===== src/rtl/txpi_pkg.sv =====
// Shared types and helpers for the TX phase-interpolator step sequencer.
package txpi_pkg;

  localparam int unsigned TXPI_MAG_W  = 4;
  localparam int unsigned TXPI_CODE_W = TXPI_MAG_W + 1;

  localparam logic TXPI_DIR_ADV = 1'b0;
  localparam logic TXPI_DIR_RET = 1'b1;

  typedef enum logic [1:0] {
    IDLE = 2'd0,
    STEP = 2'd1,
    HOLD = 2'd2
  } txpi_state_e;

  // TXPIPPMSTEPSIZE layout: direction in the MSB, magnitude below it
  function automatic logic [TXPI_CODE_W-1:0] txpi_encode(input logic dir,
                                                          input logic [TXPI_MAG_W-1:0] mag);
    return {dir, mag};
  endfunction

endpackage


===== src/rtl/txpi_step_sequencer_if.sv =====
// Request/status bundle between the phase-error logic and the PI step sequencer.
interface txpi_step_sequencer_if #(
  parameter int unsigned ACC_W = 16,
  parameter int unsigned TOT_W = 24
) ();

  logic                    req_valid;
  logic                    req_ready;
  logic signed [ACC_W-1:0] req_steps;
  logic                    abort;
  logic                    clr_total;
  logic                    busy;
  logic                    done;
  logic [4:0]              txpippmstepsize;
  logic                    txpippmen;
  logic                    txpippmsel;
  logic signed [TOT_W-1:0] total_steps;
  logic                    sat;

  modport master (
    output req_valid, req_steps, abort, clr_total,
    input  req_ready, busy, done, txpippmstepsize, txpippmen, txpippmsel,
           total_steps, sat
  );

  modport slave (
    input  req_valid, req_steps, abort, clr_total,
    output req_ready, busy, done, txpippmstepsize, txpippmen, txpippmsel,
           total_steps, sat
  );

endinterface


===== src/rtl/txpi_sat_acc.sv =====
// Signed saturating accumulator of applied PI steps with sticky saturation flag.
module txpi_sat_acc
  import txpi_pkg::*;
#(
  parameter int unsigned TOT_W = 24
) (
  input  logic                    clk,
  input  logic                    rst,
  input  logic                    i_clr,
  input  logic                    i_add,
  input  logic                    i_dir,
  input  logic [TXPI_MAG_W-1:0]   i_mag,
  output logic signed [TOT_W-1:0] o_total,
  output logic                    o_sat
);

  localparam int unsigned EXT_W = TOT_W + 1;

  logic signed [TOT_W-1:0] r_total;
  logic                    r_sat;
  logic signed [EXT_W-1:0] w_ext;
  logic signed [EXT_W-1:0] w_delta;
  logic signed [EXT_W-1:0] w_sum;
  logic                    w_ovf;
  logic [TOT_W-1:0]        w_clamp;

  // One guard bit: overflow shows up as disagreement between the top two bits
  always_comb begin
    w_ext   = {r_total[TOT_W-1], r_total};
    w_delta = i_dir ? -(EXT_W'(i_mag)) : EXT_W'(i_mag);
    w_sum   = w_ext + w_delta;
    w_ovf   = w_sum[EXT_W-1] ^ w_sum[EXT_W-2];
    w_clamp = w_sum[EXT_W-1] ? {1'b1, {(TOT_W-1){1'b0}}} : {1'b0, {(TOT_W-1){1'b1}}};
  end

  always_ff @(posedge clk or posedge rst) begin
    if (rst) begin
      r_total <= '0;
      r_sat   <= 1'b0;
    end else if (i_clr) begin
      r_total <= '0;
      r_sat   <= 1'b0;
    end else if (i_add) begin
      if (w_ovf) begin
        r_total <= w_clamp;
        r_sat   <= 1'b1;
      end else begin
        r_total <= w_sum[TOT_W-1:0];
      end
    end
  end

  assign o_total = r_total;
  assign o_sat   = r_sat;

endmodule


===== src/rtl/txpi_step_sequencer.sv =====
// Splits signed phase-correction requests into bounded TXPIPPM steps separated
// by a hold-off, and keeps a saturating running total of applied steps.
module txpi_step_sequencer
  import txpi_pkg::*;
#(
  parameter int unsigned MAX_STEP = 15,
  parameter int unsigned HOLDOFF  = 4,
  parameter int unsigned ACC_W    = 16,
  parameter int unsigned TOT_W    = 24
) (
  input logic                  clk,
  input logic                  rst,
  txpi_step_sequencer_if.slave bus
);

  localparam int unsigned HOLD_W = (HOLDOFF > 1) ? $clog2(HOLDOFF) : 1;

  txpi_state_e              r_state;
  txpi_state_e              w_state_nxt;
  logic [ACC_W-1:0]         r_remaining;
  logic [ACC_W-1:0]         w_remaining_nxt;
  logic [HOLD_W-1:0]        r_hold;
  logic [HOLD_W-1:0]        w_hold_nxt;
  logic                     r_dir;
  logic                     w_dir_nxt;
  logic [TXPI_CODE_W-1:0]   r_stepsize;
  logic [TXPI_CODE_W-1:0]   w_stepsize_nxt;
  logic                     r_done;
  logic                     w_done_nxt;
  logic [TXPI_MAG_W-1:0]    w_mag;
  logic [ACC_W-1:0]         w_req_abs;
  logic                     w_req_ready;
  logic                     w_accept;
  logic                     w_req_zero;
  logic                     w_hold_exp;

  function automatic logic [TXPI_MAG_W-1:0] f_step_mag(input logic [ACC_W-1:0] v);
    return (v > ACC_W'(MAX_STEP)) ? TXPI_MAG_W'(MAX_STEP) : TXPI_MAG_W'(v);
  endfunction

  // Magnitude is held unsigned so the most negative request converts exactly
  assign w_req_abs   = bus.req_steps[ACC_W-1] ? ACC_W'(-bus.req_steps) : ACC_W'(bus.req_steps);
  assign w_req_zero  = (bus.req_steps == '0);
  assign w_req_ready = (r_state == IDLE) && !bus.abort;
  assign w_accept    = bus.req_valid && w_req_ready;
  assign w_hold_exp  = (r_hold == '0);

  always_ff @(posedge clk or posedge rst) begin
    if (rst) r_state <= IDLE;
    else     r_state <= w_state_nxt;
  end

  always_comb begin
    w_state_nxt = r_state;
    case (r_state)
      IDLE: if (w_accept && !w_req_zero) w_state_nxt = STEP;
      STEP: w_state_nxt = bus.abort ? IDLE : HOLD;
      HOLD: begin
        if (bus.abort)       w_state_nxt = IDLE;
        else if (w_hold_exp) w_state_nxt = (r_remaining != '0) ? STEP : IDLE;
      end
      default: w_state_nxt = IDLE;
    endcase
  end

  // Next values of the registered outputs; a step code is loaded on the edge entering STEP
  always_comb begin
    w_stepsize_nxt  = '0;
    w_done_nxt      = 1'b0;
    w_remaining_nxt = r_remaining;
    w_hold_nxt      = r_hold;
    w_dir_nxt       = r_dir;
    w_mag           = '0;
    case (r_state)
      IDLE: begin
        if (w_accept) begin
          if (w_req_zero) begin
            w_done_nxt = 1'b1;
          end else begin
            w_dir_nxt       = bus.req_steps[ACC_W-1] ? TXPI_DIR_RET : TXPI_DIR_ADV;
            w_mag           = f_step_mag(w_req_abs);
            w_stepsize_nxt  = txpi_encode(w_dir_nxt, w_mag);
            w_remaining_nxt = w_req_abs - ACC_W'(w_mag);
          end
        end
      end
      STEP: begin
        if (bus.abort) begin
          w_remaining_nxt = '0;
          w_done_nxt      = 1'b1;
        end else begin
          w_hold_nxt = HOLD_W'(HOLDOFF - 1);
        end
      end
      HOLD: begin
        if (bus.abort) begin
          w_remaining_nxt = '0;
          w_done_nxt      = 1'b1;
        end else if (w_hold_exp) begin
          if (r_remaining != '0) begin
            w_mag           = f_step_mag(r_remaining);
            w_stepsize_nxt  = txpi_encode(r_dir, w_mag);
            w_remaining_nxt = r_remaining - ACC_W'(w_mag);
          end else begin
            w_done_nxt = 1'b1;
          end
        end else begin
          w_hold_nxt = r_hold - 1'b1;
        end
      end
      default: w_remaining_nxt = '0;
    endcase
  end

  always_ff @(posedge clk or posedge rst) begin
    if (rst) begin
      r_stepsize  <= '0;
      r_done      <= 1'b0;
      r_remaining <= '0;
      r_hold      <= '0;
      r_dir       <= TXPI_DIR_ADV;
    end else begin
      r_stepsize  <= w_stepsize_nxt;
      r_done      <= w_done_nxt;
      r_remaining <= w_remaining_nxt;
      r_hold      <= w_hold_nxt;
      r_dir       <= w_dir_nxt;
    end
  end

  // The step shown during STEP is counted on the edge that ends it
  txpi_sat_acc #(
    .TOT_W (TOT_W)
  ) u_acc (
    .clk     (clk),
    .rst     (rst),
    .i_clr   (bus.clr_total),
    .i_add   (r_state == STEP),
    .i_dir   (r_stepsize[TXPI_CODE_W-1]),
    .i_mag   (r_stepsize[TXPI_MAG_W-1:0]),
    .o_total (bus.total_steps),
    .o_sat   (bus.sat)
  );

  assign bus.req_ready       = w_req_ready;
  assign bus.busy            = (r_state != IDLE);
  assign bus.done            = r_done;
  assign bus.txpippmstepsize = r_stepsize;
  assign bus.txpippmen       = 1'b1;
  assign bus.txpippmsel      = 1'b1;

endmodule


===== src/flat_wrapper.sv =====
// flat-port wrapper written by rule: the top's interface ports become plain ports
module txpi_step_sequencer_flat import txpi_pkg::*;
#(
  parameter int unsigned MAX_STEP = 15,
  parameter int unsigned HOLDOFF  = 4,
  parameter int unsigned ACC_W    = 16,
  parameter int unsigned TOT_W    = 24
)
  (clk, rst, bus_req_valid, bus_req_steps, bus_abort, bus_clr_total, bus_req_ready, bus_busy, bus_done, bus_txpippmstepsize, bus_txpippmen, bus_txpippmsel, bus_total_steps, bus_sat);
  txpi_step_sequencer_if #(.ACC_W(ACC_W), .TOT_W(TOT_W)) bus_i ();
  input logic clk;
  input logic rst;
  input wire logic [$bits(bus_i.req_valid)-1:0] bus_req_valid;
  input wire logic [$bits(bus_i.req_steps)-1:0] bus_req_steps;
  input wire logic [$bits(bus_i.abort)-1:0] bus_abort;
  input wire logic [$bits(bus_i.clr_total)-1:0] bus_clr_total;
  output wire logic [$bits(bus_i.req_ready)-1:0] bus_req_ready;
  output wire logic [$bits(bus_i.busy)-1:0] bus_busy;
  output wire logic [$bits(bus_i.done)-1:0] bus_done;
  output wire logic [$bits(bus_i.txpippmstepsize)-1:0] bus_txpippmstepsize;
  output wire logic [$bits(bus_i.txpippmen)-1:0] bus_txpippmen;
  output wire logic [$bits(bus_i.txpippmsel)-1:0] bus_txpippmsel;
  output wire logic [$bits(bus_i.total_steps)-1:0] bus_total_steps;
  output wire logic [$bits(bus_i.sat)-1:0] bus_sat;
  assign bus_i.req_valid = bus_req_valid;
  assign bus_i.req_steps = bus_req_steps;
  assign bus_i.abort = bus_abort;
  assign bus_i.clr_total = bus_clr_total;
  assign bus_req_ready = bus_i.req_ready;
  assign bus_busy = bus_i.busy;
  assign bus_done = bus_i.done;
  assign bus_txpippmstepsize = bus_i.txpippmstepsize;
  assign bus_txpippmen = bus_i.txpippmen;
  assign bus_txpippmsel = bus_i.txpippmsel;
  assign bus_total_steps = bus_i.total_steps;
  assign bus_sat = bus_i.sat;
  txpi_step_sequencer #(.MAX_STEP(MAX_STEP), .HOLDOFF(HOLDOFF), .ACC_W(ACC_W), .TOT_W(TOT_W)) u_core (.clk(clk), .rst(rst), .bus(bus_i));
endmodule

===== config.mk =====
export PLATFORM = sky130hd
export DESIGN_NAME = txpi_step_sequencer_flat
export DESIGN_NICKNAME = d
export VERILOG_FILES = /design/src/rtl/txpi_pkg.sv /design/src/rtl/txpi_step_sequencer_if.sv /design/src/rtl/txpi_sat_acc.sv /design/src/rtl/txpi_step_sequencer.sv /design/src/flat_wrapper.sv
export SDC_FILE = /design/constraint.sdc
export NUM_CORES = 1
export LEC_CHECK = 0
export CAP_MARGIN = 20
export CORE_ASPECT_RATIO = 0.9
export CORE_UTILIZATION = 55
export CTS_CLUSTER_DIAMETER = 40
export DETAILED_ROUTE_END_ITERATION = 8
export PLACE_DENSITY = 0.79
export SYNTH_ARGS = -nofsm -noshare
export SYNTH_HDL_FRONTEND = slang
export SYNTH_SLANG_ARGS = --single-unit

===== constraint.sdc =====
create_clock -name clk -period 10.3 [get_ports clk]
set_clock_uncertainty 0.2 [all_clocks]
set_input_delay 1.545 -clock clk [delete_from_list [all_inputs] [get_ports clk]]
set_output_delay 1.545 -clock clk [all_outputs]
set_load 0.02 [all_outputs]

==> impl_metrics.csv, run 1 <==
group,metric,value,unit
synthesis,synth_largest_area_cell,"dfrtp_1",
sta,worstMarginPinSlew,1070,ps
synthesis,synth_area,4830,um^2
worst_setup_path,crit_required,10300,ps
synthesis,yosys_register_bits,52,
synthesis,synth.top_cell.area_share,26.9,%
clock_tree,cts_buffers,5,
floorplanning,start_util,56.6,%
global_route,grt_overflow_total,0,
global_route,grt_pass1_wl,21500,um
synthesis,synth_warnings,0,
outcome,outcome,"completed",
synthesis,synth_cell_types,69,
sta,fin_crit_sh,56.5,%
global_route,use_met1,45.7,%
global_route,met3_usage,5.03,%
worst_setup_path,critPathCaptureType,"flop",
route,wirelength,12900,um
floorplanning,rows,32,
sta,timing.final.crit_period,5820,ps
synthesis,synth.top_cells.by_area,"dfrtp_1 (27%), ha_1 (7.8%), nor2_1 (5.6%)",
clock_tree,cts_sinks,52,
global_route,antenna_found_initial,0,
sta,finalHoldViolations,0,
clock_tree,cts_root_buf,"clkbuf_8",
clock_tree,post_cts.repair.setup_buffers,0,
route,drc,0,
synthesis,synthArstFlopShare,100,%
finish,diodes,0,
power,p_leak,2.34,nW
worst_setup_path,crit_slowest_cell,"or4_1",
floorplanning,io_pins,56,
route,via_per_inst,6.21,
placement,dp_hpwl,9690,um
finish,final_cell_count_no_fill,776,
worst_setup_path,critical_path_class,"in -> reg",
placement,portBuffers,53,
sta,setup_viol,0,
route,num_vias,4820,
synthesis,synth_edf_count,0,
route,ant_nets,0,
clock_tree,cts_resized,0,
route,drt_iter0_markers,377,
clock_tree,clock_latency,320,ps
power,power_density,131,nW/um^2
floorplanning,dieArea,9160,um^2
route,drt-pass1-iter-count,5,
route,wl_per_cell,16.7,um
clock_tree,htreeDepth,2,
global_route,grt_pass1_vias,4357,
sta,slew_violations,0,
synthesis,yosysMostFrequentCell,"nor2_1",
power,ir_drop,87.0,uV
worst_setup_path,max_stage_delay,740,ps
synthesis,ys_seq_area_share,26.9,%
clock_tree,cts_hold_buf,0,
global_route,busiest_layer,"met1",
floorplanning,die_y,90.9,um
sta,slew_headroom,28.5,%
global_route,grt_max_degree,33,
synthesis,ys.flop_type,"dfrtp_1",
sta,finalSetupTns,0,ps
floorplanning,core_area,8530,um^2
clock_tree,clk_pin_slew_worst_paths,100,ps
synthesis,avgSynthCellArea,7.74,um^2
finish,final_layout_size_suffix_gt1_share,4.72,%
placement,placed_cells_incl_taps,768,
clock_tree,tritoncts,"done",
sta,rsz0062_at_grt,"false",
synthesis,synthCells,624,
synthesis,synthTopCellsByCount,"nor2_1 (72), nand2_1 (66), dfrtp_1 (52), o21ai_0 (52), a21oi_1 (49)",
clock_tree,cts_buffer_depth,2,
job,drv_cap,0,
floorplanning,die-width,101,um
worst_setup_path,arrival,5830,ps
finish,final_nets,708,
finish,area_delta_synth_final,14.5,%
worst_setup_path,path_cells,"clkdlybuf4s50_1 > inv_1 > ha_1 > or3b_1 > or4_1 > a21oi_1 > o2111ai_2 > or4_1 > nand2b_1 > ha_1 > a21bo_2 > nand2b_2 > nor3_1 > or3_1",
worst_setup_path,path_max_fanout,11,
min_path,hold_class,"reg -> reg",
sta,clock.fmax,172,MHz
placement,gp_congestion,0.941,
global_route,grtUsageMet2,42.7,%
worst_setup_path,critPathLaunchType,"primary input",
global_route,grt_usage,29.4,%
-- per-stage QoR --
stage	cell area (um^2)	util (%)	power (mW)	hold WS [ps]	setup WS [ps]
floorplan	4830	-	0.481	231	5290
global placement	5400	63.4	0.564	251	4350
detailed placement	5420	63.6	0.576	258	4170
CTS	5530	64.8	0.722	276	4520
global route	5530	64.8	0.775	294	4260
finish	5530	64.8	0.725	269	4480
-- cells in the final DEF, fill, tap and decap left out, types with 12 or more instances in the layout --
cell type        Yosys  routed
dfrtp_1             52      52
inv_1               19      18
nor3_1              22      22
nand2_1             66      66
xor2_1              16      16
xnor2_1             28      28
clkdlybuf4s50_1      0      53
nand3_1             12      12
o21ai_0             52      52
nor2_1              72      72
a21oi_1             49      49
a211oi_1            16      16
or3_1               16      16
ha_1                30      30
-- cell type report --
| cell class | instances | area (um^2) |
|---|---|---|
| Inverter | 19 | 71.3 |
| Multi-Input combinational cell | 519 | 3310 |
| Timing Repair Buffer | 59 | 588 |
| Sequential cell | 52 | 1300 |
| Clock inverter | 2 | 35.0 |
| Clock buffer | 6 | 72.6 |
| Tap cell | 119 | 149 |
| Fill cell | 735 | 3000 |
-- kinds of logic (layout without fill, tap and decap cells) --
kind of cell | after synthesis | count (layout) | synth area share [%]
other cells | 1 | 2 | 0.0776
compound gates | 181 | 181 | 24.2
simple gates | 249 | 249 | 25.3
xor+xnor | 45 | 45 | 8.32
mux | 4 | 4 | 0.829
fa+ha+maj | 38 | 38 | 9.64
buf+inv | 54 | 86 | 4.71
flops | 52 | 52 | 26.9
-- state kept, by name, indices dropped and copies added (netlist names) --
name                        flops
u_core.bus.txpippmstepsize      5
u_core.r_dir                    1
u_core.r_hold                   2
u_core.u_acc.o_sat              1
u_core.bus.done                 1
u_core.r_state                  2
u_core.u_acc.o_total           24
u_core.r_remaining             16
-- final timing paths --
path	from	end	slack, ps	cells past startpoint
min reg2reg	u_core.r_hold[0]	u_core.r_hold[0]	270	1
max in group asynchronous	rst	u_core.r_remaining[15]	8000	3
min	u_core.r_hold[0]	u_core.r_hold[0]	270	1
max reg2reg	u_core.bus.txpippmstepsize[0]	u_core.u_acc.o_total[3]	5650	13
max	bus_req_steps[0]	u_core.r_remaining[10]	4480	14
min in group asynchronous	rst	u_core.u_acc.o_total[8]	1360	2
-- power breakdown --
| part | switching, mW | internal, mW | leakage, nW |
|---|---|---|---|
| Combinational | 0.179 | 0.127 | 1.60 |
| Clock | 0.0740 | 0.0723 | 0.0552 |
| Sequential | 0.0351 | 0.238 | 0.684 |
-- critical path, delay by kind of cell --
family                   cells  cell delay [ps]
AND/OR/NAND/NOR              7             2480
AO/OA/AOI/OAI                3              710
buffers and inverters        2              690
adder cells (fa/ha/maj)      2              380
-- metal layers --
layer	up-vias	share of wire, %
li1	2326	-
met1	2283	48
met2	201	44
met3	10	7.5
met4	0	0.82
met5	-	0
Power figures use the tool's default switching activity.
==> inputs of run 2 (changes only) <==
clock period = 5.5 ns   (was 10.3 ns; I/O delays follow)
==> run 2 against run 1 <==
Final area is 0.93% higher; critical path depth stayed put; combinational power is 88% higher; final cell count is 1.0% higher; sequential cell count stayed put; global-route usage is 0.57 points lower; core utilization is 0.60 points higher; wire length is 0.94% lower; count of clock-buffer cells in the layout is 1 lower; total power is 88% higher; first-iteration DRC count is 11% higher; critical endpoint is now u_core.u_acc.o_total[22].
==> impl_metrics.csv, run 2 (synthesized netlist as in run 1, its figures left out) <==
group,metric,value,unit
outcome,outcome,"completed",
route,via_per_inst,6.13,
min_path,hp-start,"u_core.r_hold[0]",
finish,diodes,0,
route,wl_per_cell,16.3,um
power,ir_drop,169,uV
clock_tree,cts_sinks,52,
placement,placed_cells_incl_taps,775,
sta,clock.fmax,197,MHz
global_route,grt_overflow_total,0,
power,p_sw,0.538,mW
finish,finalInstanceArea,5580,um^2
global_route,grt_max_degree,53,
finish,layout.area.seq,1300,um^2
clock_tree,cts_buffers,5,
placement,gp_congestion,0.989,
route,wirelength,12800,um
sta,setup_viol,0,
placement,placed_cell_area,5460,um^2
worst_setup_path,arrival,5030,ps
placement,dp_hpwl,9640,um
sta,slew_violations,0,
global_route,antenna_found_initial,0,
clock_tree,post_cts.repair.setup_buffers,0,
floorplanning,die_y,90.9,um
worst_setup_path,worstSetupStartpoint,"u_core.bus.txpippmstepsize[0]",
power,comb_power_share,42.4,%
clock_tree,cts_hold_buf,0,
finish,final_nets,716,
placement,portBuffers,53,
floorplanning,start_util,56.6,%
placement,place_ws,252,ps
finish,area_delta_synth_final,15.6,%
power,power_density,244,nW/um^2
route,ant_nets,0,
worst_setup_path,path_max_fanout,15,
finish,final_layout_size_suffix_gt1_share,6.02,%
sta,rsz0062_at_grt,"false",
sta,finalHoldViolations,0,
power,p_total,1.36,mW
floorplanning,core_area,8530,um^2
finish,multi_input_area,3310,um^2
min_path,hold_class,"reg -> reg",
clock_tree,clk_pin_slew_worst_paths,100,ps
sta,timing.final.crit_period,5070,ps
floorplanning,die-width,101,um
sta,fin_crit_sh,92.1,%
worst_setup_path,critical_path_class,"reg -> reg",
finish,final_common_cell,"nor2_1",
route,drc,0,
sta,worstMarginPinSlew,1070,ps
sta,slew_headroom,28.5,%
worst_setup_path,r2r-start,"u_core.bus.txpippmstepsize[0]",
route,drt_iter0_markers,419,
clock_tree,cts_root_buf,"clkbuf_8",
floorplanning,io_pins,56,
clock_tree,cts_resized,0,
power,p_leak,2.37,nW
job,drv_cap,0,
global_route,grt_usage,28.8,%
floorplanning,rows,32,
floorplanning,dieArea,9160,um^2
worst_setup_path,crit_required,5460,ps
global_route,grt_pass1_vias,4410,
finish,mostFrequentLayoutCells,"nor2_1 (72), nand2_1 (66), clkdlybuf4s50_1 (53)",
finish,largest_register_ffs,24,
power,clock_power_share,20.2,%
power,internal_power,0.821,mW
power,switching_share,39.6,%
route,num_vias,4802,
finish,final_cell_count_no_fill,784,
global_route,grt_pass1_wl,21300,um
clock_tree,htreeDepth,2,
worst_setup_path,critPathLaunchType,"flop",
worst_setup_path,critPathCaptureType,"flop",
clock_tree,tritoncts,"done",
sta,setup_slack,433,ps
power,seqPwrFrac,37.5,%
sta,finalSetupTns,0,ps
clock_tree,cts_buffer_depth,2,
route,drt-pass1-iter-count,5,
clock_tree,clock_latency,320,ps
finish,fillers,732,
-- run 2: worst paths after layout --
kind                                       endpoint  cells past startpoint  slack [ps]
max                        u_core.u_acc.o_total[22]                     14         430
min                                u_core.r_hold[0]                      1         270
max reg2reg                u_core.u_acc.o_total[22]                     14         430
min reg2reg                        u_core.r_hold[0]                      1         270
max in group asynchronous    u_core.r_remaining[14]                      3        3840
min in group asynchronous   u_core.u_acc.o_total[9]                      3         790
-- run 2: routing by layer --
metal	share of wire, %	GRT usage (%)	vias to the layer above
met5	0	0	-
li1	-	-	2322
met1	48	44.8	2249
met3	8.2	4.80	17
met2	43	41.3	214
met4	1.4	6.52	0
-- run 2: worst max-delay path, cell delays in order (launching register included) --
cell      delay, ps
dfrtp_1         410
inv_1            60
ha_1            200
a21boi_0        510
buf_4           290
ha_1            300
and3_1          200
o21a_1          160
a311o_1         330
o21ai_0         360
a211oi_1        150
nor4b_2         720
nand2_1         590
a211oi_1        360
nor3_1           80
-- run 2: cell type report --
| cell class | count | share of cell area, % |
|---|---|---|
| inverter | 19 | 1.28 |
| sequential | 52 | 23.3 |
| timing repair buffer | 67 | 11.4 |
| clock buffer | 5 | 1.23 |
| multi-input combinational | 519 | 59.4 |
| clock inverter | 3 | 0.762 |
| tap | 119 | 2.67 |
-- run 2: stage by stage --
stage / utilization, % / hold WS [ps]
5_1_grt: 65.4 / 317
2_1_floorplan: - / 231
4_1_cts: 65.4 / 277
3_3_place_gp: 64.1 / 247
3_5_place_dp: 64.1 / 262
6_report: 65.4 / 272
-- run 2: power by group through the flow --
stage / logic, mW / registers (mW) / clock network [mW]
floorplan: 0.377 / 0.523 / 0
global placement: 0.553 / 0.512 / 0
CTS: 0.569 / 0.508 / 0.280
global route: 0.640 / 0.520 / 0.296
detailed placement: 0.566 / 0.515 / 0
finish: 0.576 / 0.509 / 0.274
==> inputs of run 3 (changes only) <==
PLACE_DENSITY = 0.85   (was 0.79)
RECOVER_POWER = 25   (was default)
==> run 3 against run 2 <==
The flow now finishes with violations (capacitance limit, slew limit); combinational power barely moved; die area did not move; register-to-register slack improved by 420 ps; fmax grew 3.0%; critical endpoint is now u_core.r_remaining[10]; highest routed layer unchanged.
==> impl_metrics.csv, run 3 (synthesized netlist as in run 1, its figures left out) <==
group,metric,value,unit
finish,area_delta_synth_final,14.9,%
finish,multi_input_area,3310,um^2
worst_setup_path,worstRegToRegCells,14,
min_path,hold_class,"reg -> reg",
sta,fin_crit_sh,89.4,%
worst_setup_path,path_max_fanout,11,
route,drc,0,
floorplanning,rows,32,
sta,setup_viol,0,
power,power_density,238,nW/um^2
placement,placed_cell_area,5460,um^2
worst_setup_path,critical_path_class,"in -> reg",
power,internal_power,0.786,mW
power,switching_share,40.6,%
route,drt_iter0_markers,334,
floorplanning,io_pins,56,
clock_tree,post_cts.repair.setup_buffers,0,
route,via_per_inst,6.21,
global_route,grt_max_degree,53,
finish,final_nets,714,
worst_setup_path,crit_required,5510,ps
placement,place_ws,282,ps
finish,final_common_cell,"nor2_1",
clock_tree,htreeDepth,2,
power,p_sw,0.537,mW
worst_setup_path,arrival,4920,ps
sta,worstMarginPinSlew,2860,ps
global_route,grt_pass1_vias,4452,
floorplanning,core_area,8530,um^2
placement,dp_hpwl,9530,um
min_path,hp-start,"u_core.r_hold[0]",
sta,setup_slack,583,ps
finish,fillers,727,
sta,finalHoldViolations,0,
sta,rsz0062_at_grt,"false",
floorplanning,start_util,56.6,%
placement,gp_congestion,0.966,
route,drt-pass1-iter-count,5,
clock_tree,cts_root_buf,"clkbuf_8",
route,wl_per_cell,16.1,um
route,ant_nets,0,
power,clock_power_share,18.0,%
sta,clock.fmax,203,MHz
clock_tree,cts_buffer_depth,2,
placement,portBuffers,53,
clock_tree,clock_latency,320,ps
finish,final_layout_size_suffix_gt1_share,5.43,%
worst_setup_path,r2r-start,"u_core.bus.txpippmstepsize[0]",
global_route,antenna_found_initial,0,
global_route,grt_usage,28.2,%
worst_setup_path,r2r-end,"u_core.u_acc.o_total[22]",
clock_tree,cts_sinks,52,
sta,holdWs,272,ps
floorplanning,die_y,90.9,um
job,drv_cap,1,
min_path,holdPathEnd,"u_core.r_hold[0]",
clock_tree,cts_hold_buf,0,
finish,layout.area.seq,1300,um^2
power,seqPwrFrac,38.6,%
finish,mostFrequentLayoutCells,"nor2_1 (72), nand2_1 (66), o21ai_0 (52), clkdlybuf4s50_1 (52), dfrtp_1 (52)",
global_route,grt_overflow_total,0,
sta,slew_violations,53,
clock_tree,cts_buffers,5,
outcome,outcome,"finished, violations left",
min_path,holdPathStages,1,
sta,slew_headroom,-90.7,%
power,ir_drop,156,uV
power,p_leak,2.34,nW
route,num_vias,4853,
clock_tree,tritoncts,"done",
worst_setup_path,critPathCaptureType,"flop",
finish,largest_register_ffs,24,
clock_tree,cts_resized,0,
global_route,grt_pass1_wl,20800,um
finish,utilization,65.1,%
sta,finalSetupTns,0,ps
power,comb_power_share,43.3,%
floorplanning,dieArea,9160,um^2
worst_setup_path,rrSetupSlack,850,ps
route,wirelength,12600,um
finish,diodes,0,
finish,finalInstanceArea,5550,um^2
outcome,failed_checks,"capacitance limit, slew limit",
worst_setup_path,critPathLaunchType,"primary input",
floorplanning,die-width,101,um
clock_tree,clk_pin_slew_worst_paths,100,ps
sta,timing.final.crit_period,4920,ps
==> run 3: changes by cell type in the layout (fill, tap and decap cells not counted), sizes merged <==
| cell | before | now |
|---|---|---|
| clkbuf | 5 | 7 |
| clkdlybuf4s50 | 53 | 52 |
| bufinv | 1 | 0 |
| buf | 14 | 11 |
| dlygate4sd3 | 0 | 1 |
| inv | 19 | 18 |
| clkinvlp | 1 | 2 |
==> run 3: per-layer routing <==
layer  share of wire, %  wire length, um  global-route usage (%)
met2                 44             5590                    42.4
met1                 47             5910                    41.4
met4                1.7              210                    7.73
met3                6.8              853                    4.95
met5                  0                0                       0
==> run 3: metrics by stage <==
stage	cells	total power [mW]
6_report	782	1.32
3_5_place_dp	774	1.08
4_1_cts	782	1.32
5_1_grt	782	1.41
2_1_floorplan	625	0.901
3_3_place_gp	774	1.05
==> run 3: final cells by class <==
| class | instances | area share (%) |
|---|---|---|
| multi-input combinational | 519 | 59.7 |
| tap | 119 | 2.68 |
| clock inverter | 2 | 0.271 |
| sequential | 52 | 23.4 |
| clock buffer | 6 | 1.49 |
| inverter | 19 | 1.29 |
| timing repair buffer | 65 | 11.1 |
==> run 3: worst max path at each step <==
stage / start / end / slack (ps) / depth (start not counted)
2_1_floorplan: u_core.bus.txpippmstepsize[0] / u_core.u_acc.o_total[10] / 1010 / 14
3_3_place_gp: bus_req_steps[1] / u_core.r_remaining[10] / 420 / 14
3_5_place_dp: bus_req_steps[1] / u_core.r_remaining[10] / 280 / 14
4_1_cts: bus_req_steps[1] / u_core.r_remaining[10] / 620 / 14
5_1_grt: bus_req_steps[1] / u_core.r_remaining[10] / 290 / 14
6_report: bus_req_steps[1] / u_core.r_remaining[10] / 580 / 14
==> run 3: critical path: stages <==
cell and delay (ps):
clkdlybuf4s50_1 510, inv_1 120, ha_1 190, or3b_1 530, or4_1 520, a21oi_1 210, o2111ai_2 200, or4_1 710
nand2b_1 150, ha_1 180, a21bo_2 290, nand2b_2 110, nor3_1 40, or3_1 350
==> run 3: power by group through the flow <==
stage / combinational, mW / sequential [mW] / clock [mW]
6_report: 0.573 / 0.511 / 0.239
5_1_grt: 0.635 / 0.519 / 0.256
4_1_cts: 0.567 / 0.509 / 0.245
3_5_place_dp: 0.564 / 0.515 / 0
3_3_place_gp: 0.542 / 0.511 / 0
2_1_floorplan: 0.377 / 0.523 / 0
